`src/rtl/bcd_seg_scan_pkg.sv`:
```
// Shared definitions for the two-digit BCD 7-segment scanner.
// Holds the scan state encoding, the active-low segment codes and the
// anode/blank constants used by bcd_seg_scan and seg7_decode.
package bcd_seg_scan_pkg;

    localparam int unsigned DIGIT_W = 4;
    localparam int unsigned SEG_W   = 7;
    localparam int unsigned AN_W    = 2;

    // Scan sequence: units digit, gap, tens digit, gap
    typedef enum logic [1:0] {
        SHOW_UND = 2'd0,
        GAP_UND  = 2'd1,
        SHOW_DEC = 2'd2,
        GAP_DEC  = 2'd3
    } scan_state_t;

    // Active-low segment codes, bit order {g,f,e,d,c,b,a}
    localparam logic [SEG_W-1:0] SEG_0     = 7'h40;
    localparam logic [SEG_W-1:0] SEG_1     = 7'h79;
    localparam logic [SEG_W-1:0] SEG_2     = 7'h24;
    localparam logic [SEG_W-1:0] SEG_3     = 7'h30;
    localparam logic [SEG_W-1:0] SEG_4     = 7'h19;
    localparam logic [SEG_W-1:0] SEG_5     = 7'h12;
    localparam logic [SEG_W-1:0] SEG_6     = 7'h02;
    localparam logic [SEG_W-1:0] SEG_7     = 7'h78;
    localparam logic [SEG_W-1:0] SEG_8     = 7'h00;
    localparam logic [SEG_W-1:0] SEG_9     = 7'h10;
    localparam logic [SEG_W-1:0] SEG_DASH  = 7'h3F;
    localparam logic [SEG_W-1:0] SEG_BLANK = 7'h7F;

    // Active-low anodes, bit order {DEC,UND}
    localparam logic [AN_W-1:0] AN_OFF = 2'b11;
    localparam logic [AN_W-1:0] AN_UND = 2'b10;
    localparam logic [AN_W-1:0] AN_DEC = 2'b01;

endpackage

```
`src/rtl/bcd_seg_scan_seg7_decode.sv`:
```
// Combinational BCD to active-low 7-segment decoder.
// Ports:
//   digit  - 4-bit BCD digit; codes 10..15 show a dash
//   seg_c  - active-low segments {g,f,e,d,c,b,a} (combinational)
module seg7_decode
    import bcd_seg_scan_pkg::*;
(
    input  logic [DIGIT_W-1:0] digit,
    output logic [SEG_W-1:0]   seg_c
);

    always_comb begin
        seg_c = SEG_DASH;
        case (digit)
            4'd0:    seg_c = SEG_0;
            4'd1:    seg_c = SEG_1;
            4'd2:    seg_c = SEG_2;
            4'd3:    seg_c = SEG_3;
            4'd4:    seg_c = SEG_4;
            4'd5:    seg_c = SEG_5;
            4'd6:    seg_c = SEG_6;
            4'd7:    seg_c = SEG_7;
            4'd8:    seg_c = SEG_8;
            4'd9:    seg_c = SEG_9;
            default: seg_c = SEG_DASH;
        endcase
    end

endmodule

```
`src/rtl/bcd_seg_scan.sv`:
```
// Two-digit multiplexed 7-segment driver for a BCD converter.
// Latches the converter result on the rising edge of in_DONE, scans the
// units and tens digits with anode-off gaps between them, and requests a
// new conversion once per scan frame.
// Ports:
//   clk, rst   - system clock, synchronous active-high reset
//   in_DONE    - converter done level
//   in_UND     - BCD units digit
//   in_DEC     - BCD tens digit
//   out_INIT   - one-cycle conversion request (registered)
//   out_SEG    - active-low segments {g,f,e,d,c,b,a} (registered)
//   out_AN     - active-low anodes {DEC,UND} (registered)
//   out_VALID  - a conversion has been captured since reset
// Optional feature: define BCD_BLANK_ZERO_EN to blank a leading-zero tens digit.
module bcd_seg_scan
    import bcd_seg_scan_pkg::*;
#(
    parameter logic [15:0] SCAN_DIV = 16'd1000,
    parameter logic [7:0]  GAP_CYC  = 8'd4
) (
    input  logic               clk,
    input  logic               rst,
    input  logic               in_DONE,
    input  logic [DIGIT_W-1:0] in_UND,
    input  logic [DIGIT_W-1:0] in_DEC,
    output logic               out_INIT,
    output logic [SEG_W-1:0]   out_SEG,
    output logic [AN_W-1:0]    out_AN,
    output logic               out_VALID
);

    localparam logic [15:0] SHOW_LOAD = SCAN_DIV - 16'd1;
    localparam logic [15:0] GAP_LOAD  = 16'(GAP_CYC) - 16'd1;
    localparam bit          NO_GAP    = (GAP_CYC == 8'd0);
    // Last state of a frame; its final cycle is where a conversion is requested
    localparam scan_state_t LAST_ST   = NO_GAP ? SHOW_DEC : GAP_DEC;

    scan_state_t        state, state_nx;
    logic [15:0]        cnt, cnt_nx;
    logic               done_q;
    logic [DIGIT_W-1:0] und_q, dec_q, und_nx, dec_nx;
    logic               capture, valid_nx, frame_end;
    logic [DIGIT_W-1:0] digit_mux;
    logic [SEG_W-1:0]   seg_code;
    logic [SEG_W-1:0]   seg_nx;
    logic [AN_W-1:0]    an_nx;

    // Scan sequencing: shared down-counter reloads on every state change
    always_comb begin
        state_nx = state;
        cnt_nx   = cnt - 16'd1;
        if (cnt == 16'd0) begin
            case (state)
                SHOW_UND: state_nx = NO_GAP ? SHOW_DEC : GAP_UND;
                GAP_UND:  state_nx = SHOW_DEC;
                SHOW_DEC: state_nx = NO_GAP ? SHOW_UND : GAP_DEC;
                GAP_DEC:  state_nx = SHOW_UND;
                default:  state_nx = SHOW_UND;
            endcase
            cnt_nx = (state_nx == SHOW_UND || state_nx == SHOW_DEC) ? SHOW_LOAD : GAP_LOAD;
        end
    end

    // Rising-edge capture; next-cycle values are bypassed into the display
    // so the new digits appear one cycle after the capturing cycle
    assign capture   = in_DONE && !done_q;
    assign und_nx    = capture ? in_UND : und_q;
    assign dec_nx    = capture ? in_DEC : dec_q;
    assign valid_nx  = out_VALID || capture;
    assign frame_end = (cnt == 16'd0) && (state == LAST_ST);
    assign digit_mux = (state_nx == SHOW_DEC) ? dec_nx : und_nx;

    seg7_decode u_seg7_decode (
        .digit (digit_mux),
        .seg_c (seg_code)
    );

    // Display selection for the upcoming cycle
    always_comb begin
        an_nx  = AN_OFF;
        seg_nx = SEG_BLANK;
        if (valid_nx) begin
            case (state_nx)
                SHOW_UND: begin
                    an_nx  = AN_UND;
                    seg_nx = seg_code;
                end
                SHOW_DEC: begin
                    an_nx  = AN_DEC;
                    seg_nx = seg_code;
`ifdef BCD_BLANK_ZERO_EN
                    if (dec_nx == 4'd0) begin
                        an_nx  = AN_OFF;
                        seg_nx = SEG_BLANK;
                    end
`endif
                end
                default: begin
                    an_nx  = AN_OFF;
                    seg_nx = SEG_BLANK;
                end
            endcase
        end
    end

    // State, capture registers and registered outputs
    always_ff @(posedge clk) begin
        if (rst) begin
            state     <= SHOW_UND;
            cnt       <= SHOW_LOAD;
            done_q    <= 1'b0;
            und_q     <= '0;
            dec_q     <= '0;
            out_VALID <= 1'b0;
            out_INIT  <= 1'b0;
            out_AN    <= AN_OFF;
            out_SEG   <= SEG_BLANK;
        end else begin
            state     <= state_nx;
            cnt       <= cnt_nx;
            done_q    <= in_DONE;
            und_q     <= und_nx;
            dec_q     <= dec_nx;
            out_VALID <= valid_nx;
            // Request decided on the last frame cycle, visible the cycle after
            out_INIT  <= frame_end && !in_DONE;
            out_AN    <= an_nx;
            out_SEG   <= seg_nx;
        end
    end

endmodule

```
`config.mk`:
```
export PLATFORM = sky130hd
export DESIGN_NAME = bcd_seg_scan
export DESIGN_NICKNAME = d
export VERILOG_FILES = /design/src/rtl/bcd_seg_scan_pkg.sv /design/src/rtl/bcd_seg_scan_seg7_decode.sv /design/src/rtl/bcd_seg_scan.sv
export SDC_FILE = /design/constraint.sdc
export NUM_CORES = 1
export LEC_CHECK = 0
export CORE_ASPECT_RATIO = 0.5
export CORE_MARGIN = 5
export CORE_UTILIZATION = 40
export CTS_BUF_LIST = sky130_fd_sc_hd__clkbuf_4
export DETAILED_ROUTE_END_ITERATION = 7
export GPL_TIMING_DRIVEN = 0
export PLACE_DENSITY = 0.59
export SKIP_LAST_GASP = 1
export SYNTH_ARGS = -nofsm -noshare
export SYNTH_HDL_FRONTEND = slang
export SYNTH_HIERARCHICAL = 1
export SYNTH_SLANG_ARGS = --single-unit
```
`constraint.sdc`:
```
create_clock -name clk -period 8.65 [get_ports clk]
set_input_delay 0.865 -clock clk [delete_from_list [all_inputs] [get_ports clk]]
set_output_delay 0.865 -clock clk [all_outputs]
set_load 0.01 [all_outputs]
```
==> results.tsv, run 1 <==
stage	metric	value	unit
run_status	status	complete, no violations	
synthesis	synth_area_leaders	dfxtp_1, mux2i_1, ha_1	
routing	ant_nets	0	
synthesis	synth.avg_cell_area	9.59	um2
synthesis	syn_nets	220	
place	gp_congestion	0.761	
grt	grt_overflow_total	0	
worst_setup_path	crit_fanout	10	
timing	tightest_slew	0.687	ns
floorplanning	io-pin-count	22	
clocking	clock_latency	0.34	ns
routing	remaining_drc_errors	0	
hold_path	hold_class	flop to flop	
timing	period_share	45.4	%
hold_path	min_to	cnt[0]	
routing	drt-initial-drc-count	31	
clocking	root_buffer	clkbuf_4	
routing	via_count	1441	
clocking	ctsResizeCount	0	
floorplanning	die_w	108	um
routing	vias_per_cell	4.88	
worst_setup_path	cp-start-kind	primary input	
worst_setup_path	cp_top_family	buffers and inverters	
grt	grt_usage	13.4	%
finish	syn_to_final_growth	19.3	%
worst_setup_path	crit_chain	clkdlybuf4s50_1, nor2b_1, clkbuf_1, clkbuf_1, mux4_2, mux2_2, buf_2, or2_0, a21o_1, or3_1	
floorplanning	initial_core_util	42.5	%
hold_path	hold_depth	1	
worst_setup_path	slowest_stage	mux4_2	
finish	final_core_util	50.7	%
routing	routed_wl	3790	um
grt	antenna_found_initial	0	
worst_setup_path	cp_common_cell	clkbuf_1	
place	portBuffers	21	
clocking	cts_made_buffers	5	
timing	clock.fmax	254	MHz
finish	drive_gt1_share	10.5	%
worst_setup_path	reg2reg_depth	11	
finish	nets	248	
floorplanning	die_h	59.0	um
finish	antenna_cells	0	
floorplanning	die_area	6360	um2
floorplanning	core-area	4510	um2
worst_setup_path	r2r_slack	5.21	ns
power	ir_drop	98.9	uV
clocking	cts_max_level	2	
timing	rsz0062_at_grt	false	
power	p_leak	0.916	nW
synthesis	synth_top_area_cell	dfxtp_1	
timing	setup_violations	0	
synthesis	synthCells	200	
worst_setup_path	rr_startpoint	cnt[0]	
worst_setup_path	worst_ep_required_time	8.88	ns
grt	grt_pass1_vias	1483	
timing	drv_slew	0	
worst_setup_path	r2r_end	out_SEG[2]	
clocking	post-cts-setup-buffer-count	0	
worst_setup_path	setup.worst_path.class	primary input to flop	
worst_setup_path	critPathMaxStageDelay	0.58	ns
synthesis	ys_types	37	
clocking	clockBufferDepth	2	
clocking	path_clk_slew	0.11	ns
synthesis	syn-cell-area	1920	um2
clocking	cts_tree	done	
grt	grt_max_degree	13	
synthesis	netlist.area_leader.share	39.7	%
grt	grt_pass1_wl	6690	um
clocking	cts.sinks	38	
routing	first_pass_iters	4	
synthesis	yosys_register_bits	38	
timing	tns	0	ns
worst_setup_path	cp.buffers_inverters	4	
timing	hold_viol_final	0	
hold_path	hp-start	cnt[0]	
timing	min_period	3.93	ns
place	dp_hpwl	2720	um
floorplanning	core.rowCount	17	
routing	wl_per_cell	12.9	um
run	drv_cap	0	
timing	fin_skew	0.00598	ns
synthesis	ys_seq_area_share	39.7	%
worst_setup_path	crit_arrival	4.16	ns
power	p_per_area	156	nW/um2
synthesis	ys_warn_count	6	
timing	slew-limit-headroom	54.2	%
clocking	cts_hold_buf	0	
worst_setup_path	endpoint_kind	flop	
## per-layer routing
layer | share of wire [%] | track usage [%] | up-vias
met5 | 0 | 0 | -
met4 | 2.2 | 6.47 | 0
met3 | 2.4 | 3.29 | 10
met2 | 45 | 22.2 | 15
met1 | 50 | 16.6 | 662
li1 | - | - | 754
## sequential cells by signal, summed over array words and instances, names as in the netlist
| signal | cells |
|---|---|
| out_VALID | 1 |
| done_q | 1 |
| out_SEG | 7 |
| cnt | 16 |
| out_AN | 2 |
| und_q | 4 |
| out_INIT | 1 |
| dec_q | 4 |
| state | 2 |
## Yosys cell counts (all sizes together)
master / number
dfxtp: 38
nand2: 8
or4b: 1
nor3b: 2
nor2: 22
buf: 5
xor2: 3
nor4: 8
xnor2: 5
o21bai: 2
a21oi: 7
or2: 4
mux4: 4
a31oi: 1
o21a: 1
mux2: 4
nor3: 5
o21ai: 4
or4: 3
or3: 11
inv: 8
and3: 1
ha: 9
nor2b: 6
o31a: 1
o31ai: 2
clkbuf: 7
nand2b: 1
or2b: 1
mux2i: 17
a21o: 4
a2bb2oi: 1
and2b: 1
and3b: 3
## layout make-up
type | instances | area (um2)
Sequential cell | 38 | 761
Clock inverter | 3 | 40.0
Multi-Input combinational cell | 142 | 1070
Tap cell | 66 | 82.6
Fill cell | 451 | 2220
Buffer | 12 | 57.6
Timing Repair Buffer | 21 | 210
Inverter | 8 | 30.0
Clock buffer | 5 | 37.5
## stage by stage
step                std cells  area [um2]  worst slack (ns)  hold WS [ns]  total power [W]
floorplan                 200        1920              5.18         0.382         0.000222
global placement          287        2210              4.33         0.396         0.000241
detailed placement        287        2210              4.32         0.406         0.000242
CTS                       295        2290              4.68         0.433         0.000362
global route              295        2290              4.49         0.457         0.000377
finish                    295        2290              4.72         0.425         0.000356
## worst max path at each step
stage                       start    endpoint  slack [ns]  depth (start not counted)
final                     in_DONE  out_SEG[2]        4.72                         10
after global routing      in_DONE  out_SEG[2]        4.49                         10
after floorplan           in_DONE  out_SEG[2]        5.18                          9
after global placement    in_DONE  out_SEG[2]        4.33                         10
after detailed placement  in_DONE  out_SEG[2]        4.32                         10
after CTS                 in_DONE  out_SEG[2]        4.68                         10
## cells in the final DEF, fill, tap and decap left out, drive strengths merged, types with 7 or more instances in the layout
master and instances:
ha 9, inv 8, nand2 8, mux2i 17, a21oi 7, clkbuf 12
or3 11, dfxtp 38, clkdlybuf4s50 21, nor2 22, nor4 8
## power breakdown
| group | total [W] | switching [W] | internal [W] |
|---|---|---|---|
| logic | 0.0000523 | 0.0000241 | 0.0000283 |
| registers | 0.000186 | 0.00000314 | 0.000182 |
| clock network | 0.000118 | 0.0000584 | 0.0000599 |
| total | 0.000356 | 0.0000856 | 0.000271 |
## logic make-up after synthesis
family / synth area share [%]
and+or+nand+nor: 22.7
DFF: 39.7
muxes: 15.9
AOI/OAI and AO/OA: 7.63
buffers and inverters: 4.57
adders and majority gates: 5.87
xor gates and xnor gates: 3.65
Power figures use the tool's default switching activity.
==> run 2: changes to the inputs <==
Clock period 8.65 ns to 4 ns, I/O delays scaled along.
==> results of run 2 <==
Same layout as run 1 (identical final DEF). Status: complete, no violations.
Among the figures that moved: setup slack after placement 4.32 ns -> 0.133 ns; setup slack after layout 4.72 ns -> 0.534 ns; register-to-register setup slack 5.21 ns -> 0.56 ns; total power 0.000356 W -> 0.000770 W; worst IR drop on VDD 98.9 uV -> 214 uV
==> run 3: changes to the inputs <==
Settings changed: CORE_MARGIN 5 to not set.
==> results.tsv, run 3 (synthesized netlist as in run 1, its figures left out) <==
stage	metric	value	unit
routing	route.met2.wl	1730	um
clocking	ctsResizeCount	0	
finish	final-seq-area	761	um2
finish	regMostFlops	cnt	
place	place_inst	287	
clocking	path_clk_slew	0.10	ns
grt	grt_usage	16.2	%
finish	drive_gt1_share	10.0	%
grt	grt_overflow_total	0	
finish	final_cell_mix	dfxtp_1, nor2_1, clkdlybuf4s50_1, mux2i_1, or3_1	
worst_setup_path	reg2reg_depth	11	
power	ir_drop	171	uV
clocking	post-cts-setup-buffer-count	0	
worst_setup_path	worst_ep_required_time	4.22	ns
finish	largest_reg_flops	16	
timing	hold_viol_final	0	
routing	remaining_drc_errors	0	
floorplanning	die_w	99.9	um
finish	fin_area	2260	um2
finish	reg_top3	cnt x16, out_SEG x7	
clocking	root_buffer	clkbuf_4	
clocking	clockBufferDepth	2	
run	drv_cap	0	
worst_setup_path	endpoint_kind	flop	
finish	n_fill_cell	448	
place	portBuffers	21	
worst_setup_path	cp-start-kind	flop	
place	dpl-instance-area	2210	um2
timing	slew-limit-headroom	53.6	%
floorplanning	core-area	4510	um2
routing	ant_nets	0	
worst_setup_path	crit_arrival	3.70	ns
worst_setup_path	setup.worst_path.class	flop to flop	
routing	routed_wl	3700	um
timing	fin_hold_ws	0.424	ns
worst_setup_path	rr_startpoint	cnt[0]	
worst_setup_path	r2r_slack	0.53	ns
finish	final_cells	295	
clocking	cts_max_level	2	
finish	nets	248	
place	gp_congestion	0.743	
routing	wl_per_cell	12.5	um
place	pre_cts_slack	0.150	ns
hold_path	min_to	cnt[0]	
clocking	cts_hold_buf	0	
clocking	clock_latency	0.35	ns
timing	fin_ws	0.527	ns
routing	vias_per_cell	5.03	
floorplanning	die_h	51.0	um
power	p_per_area	314	nW/um2
timing	tightest_slew	0.697	ns
hold_path	hp-start	cnt[0]	
finish	mostFrequentLayoutCell	dfxtp_1	
timing	min_period	3.47	ns
timing	clock.fmax	288	MHz
timing	fin_skew	0.0184	ns
finish	syn_to_final_growth	18.1	%
floorplanning	initial_core_util	42.5	%
timing	rsz0062_at_grt	false	
clocking	cts.sinks	38	
finish	antenna_cells	0	
grt	grt_pass1_vias	1365	
floorplanning	die_area	5090	um2
power	p_leak	0.904	nW
routing	route.met3.wl	77	um
routing	via_count	1484	
worst_setup_path	r2r_end	out_SEG[2]	
clocking	cts_made_buffers	5	
timing	drv_slew	0	
floorplanning	core.rowCount	17	
grt	grt_max_degree	12	
routing	drt-met1-wl	1880	um
worst_setup_path	crit_fanout	10	
worst_setup_path	cp-startpoint	cnt[0]	
floorplanning	io-pin-count	22	
grt	grt_pass1_wl	6220	um
routing	first_pass_iters	4	
hold_path	hold_depth	1	
timing	setup_violations	0	
hold_path	hold_class	flop to flop	
place	dp_hpwl	2660	um
clocking	cts_tree	done	
timing	period_share	86.8	%
finish	multi_input_area	1070	um2
grt	antenna_found_initial	0	
routing	drt-initial-drc-count	66	
routing	highest_layer	met4	
timing	tns	0	ns
run_status	status	complete, no violations	
==> run 3: cell types whose count changed in the layout (fill, tap and decap cells not counted), sizes merged <==
| cell | before | now |
|---|---|---|
| clkbuf | 12 | 13 |
| bufinv | 1 | 0 |
==> run 3: worst max-delay path by stage <==
stage                             to  cells past startpoint
after floorplan           out_SEG[2]                     11
after global placement    out_SEG[2]                     10
after detailed placement  out_SEG[2]                     10
after CTS                 out_SEG[2]                     10
after global routing      out_SEG[2]                     10
final                     out_SEG[2]                     11
==> run 3: layer usage <==
| layer | vias up | GRT usage [%] |
|---|---|---|
| li1 | 757 | - |
| met1 | 711 | 20.5 |
| met2 | 13 | 26.2 |
| met3 | 3 | 4.10 |
| met4 | 0 | 7.35 |
| met5 | - | 0 |
==> run 3: final cells by class <==
type / count / share of cell area (%)
Tap cell: 66 / 3.65
Multi-Input combinational cell: 142 / 47.2
Buffer: 12 / 2.54
Clock buffer: 6 / 1.99
Sequential cell: 38 / 33.6
Timing Repair Buffer: 21 / 9.28
Inverter: 8 / 1.33
Clock inverter: 2 / 0.387
==> run 3: report_power, final <==
group	internal (W)	switching, W
sequential	0.000395	0.00000681
combinational	0.0000612	0.0000519
clock	0.0000729	0.000124
==> run 3: through the flow <==
stage / utilization, % / power, W
after global routing: 50.2 / 0.000752
after global placement: 49.0 / 0.000521
after floorplan: - / 0.000481
after CTS: 50.2 / 0.000720
after detailed placement: 49.0 / 0.000524
final: 50.2 / 0.000711
==> run 3: worst max-delay path, stage by stage, from the launching register on <==
cell     delay [ns]
dfxtp_1        0.35
inv_1          0.06
ha_1           0.19
or4b_1         0.43
buf_2          0.20
nor4_4         0.46
buf_2          0.35
mux2_2         0.38
buf_2          0.18
or2_0          0.23
a21o_1         0.18
or3_1          0.36
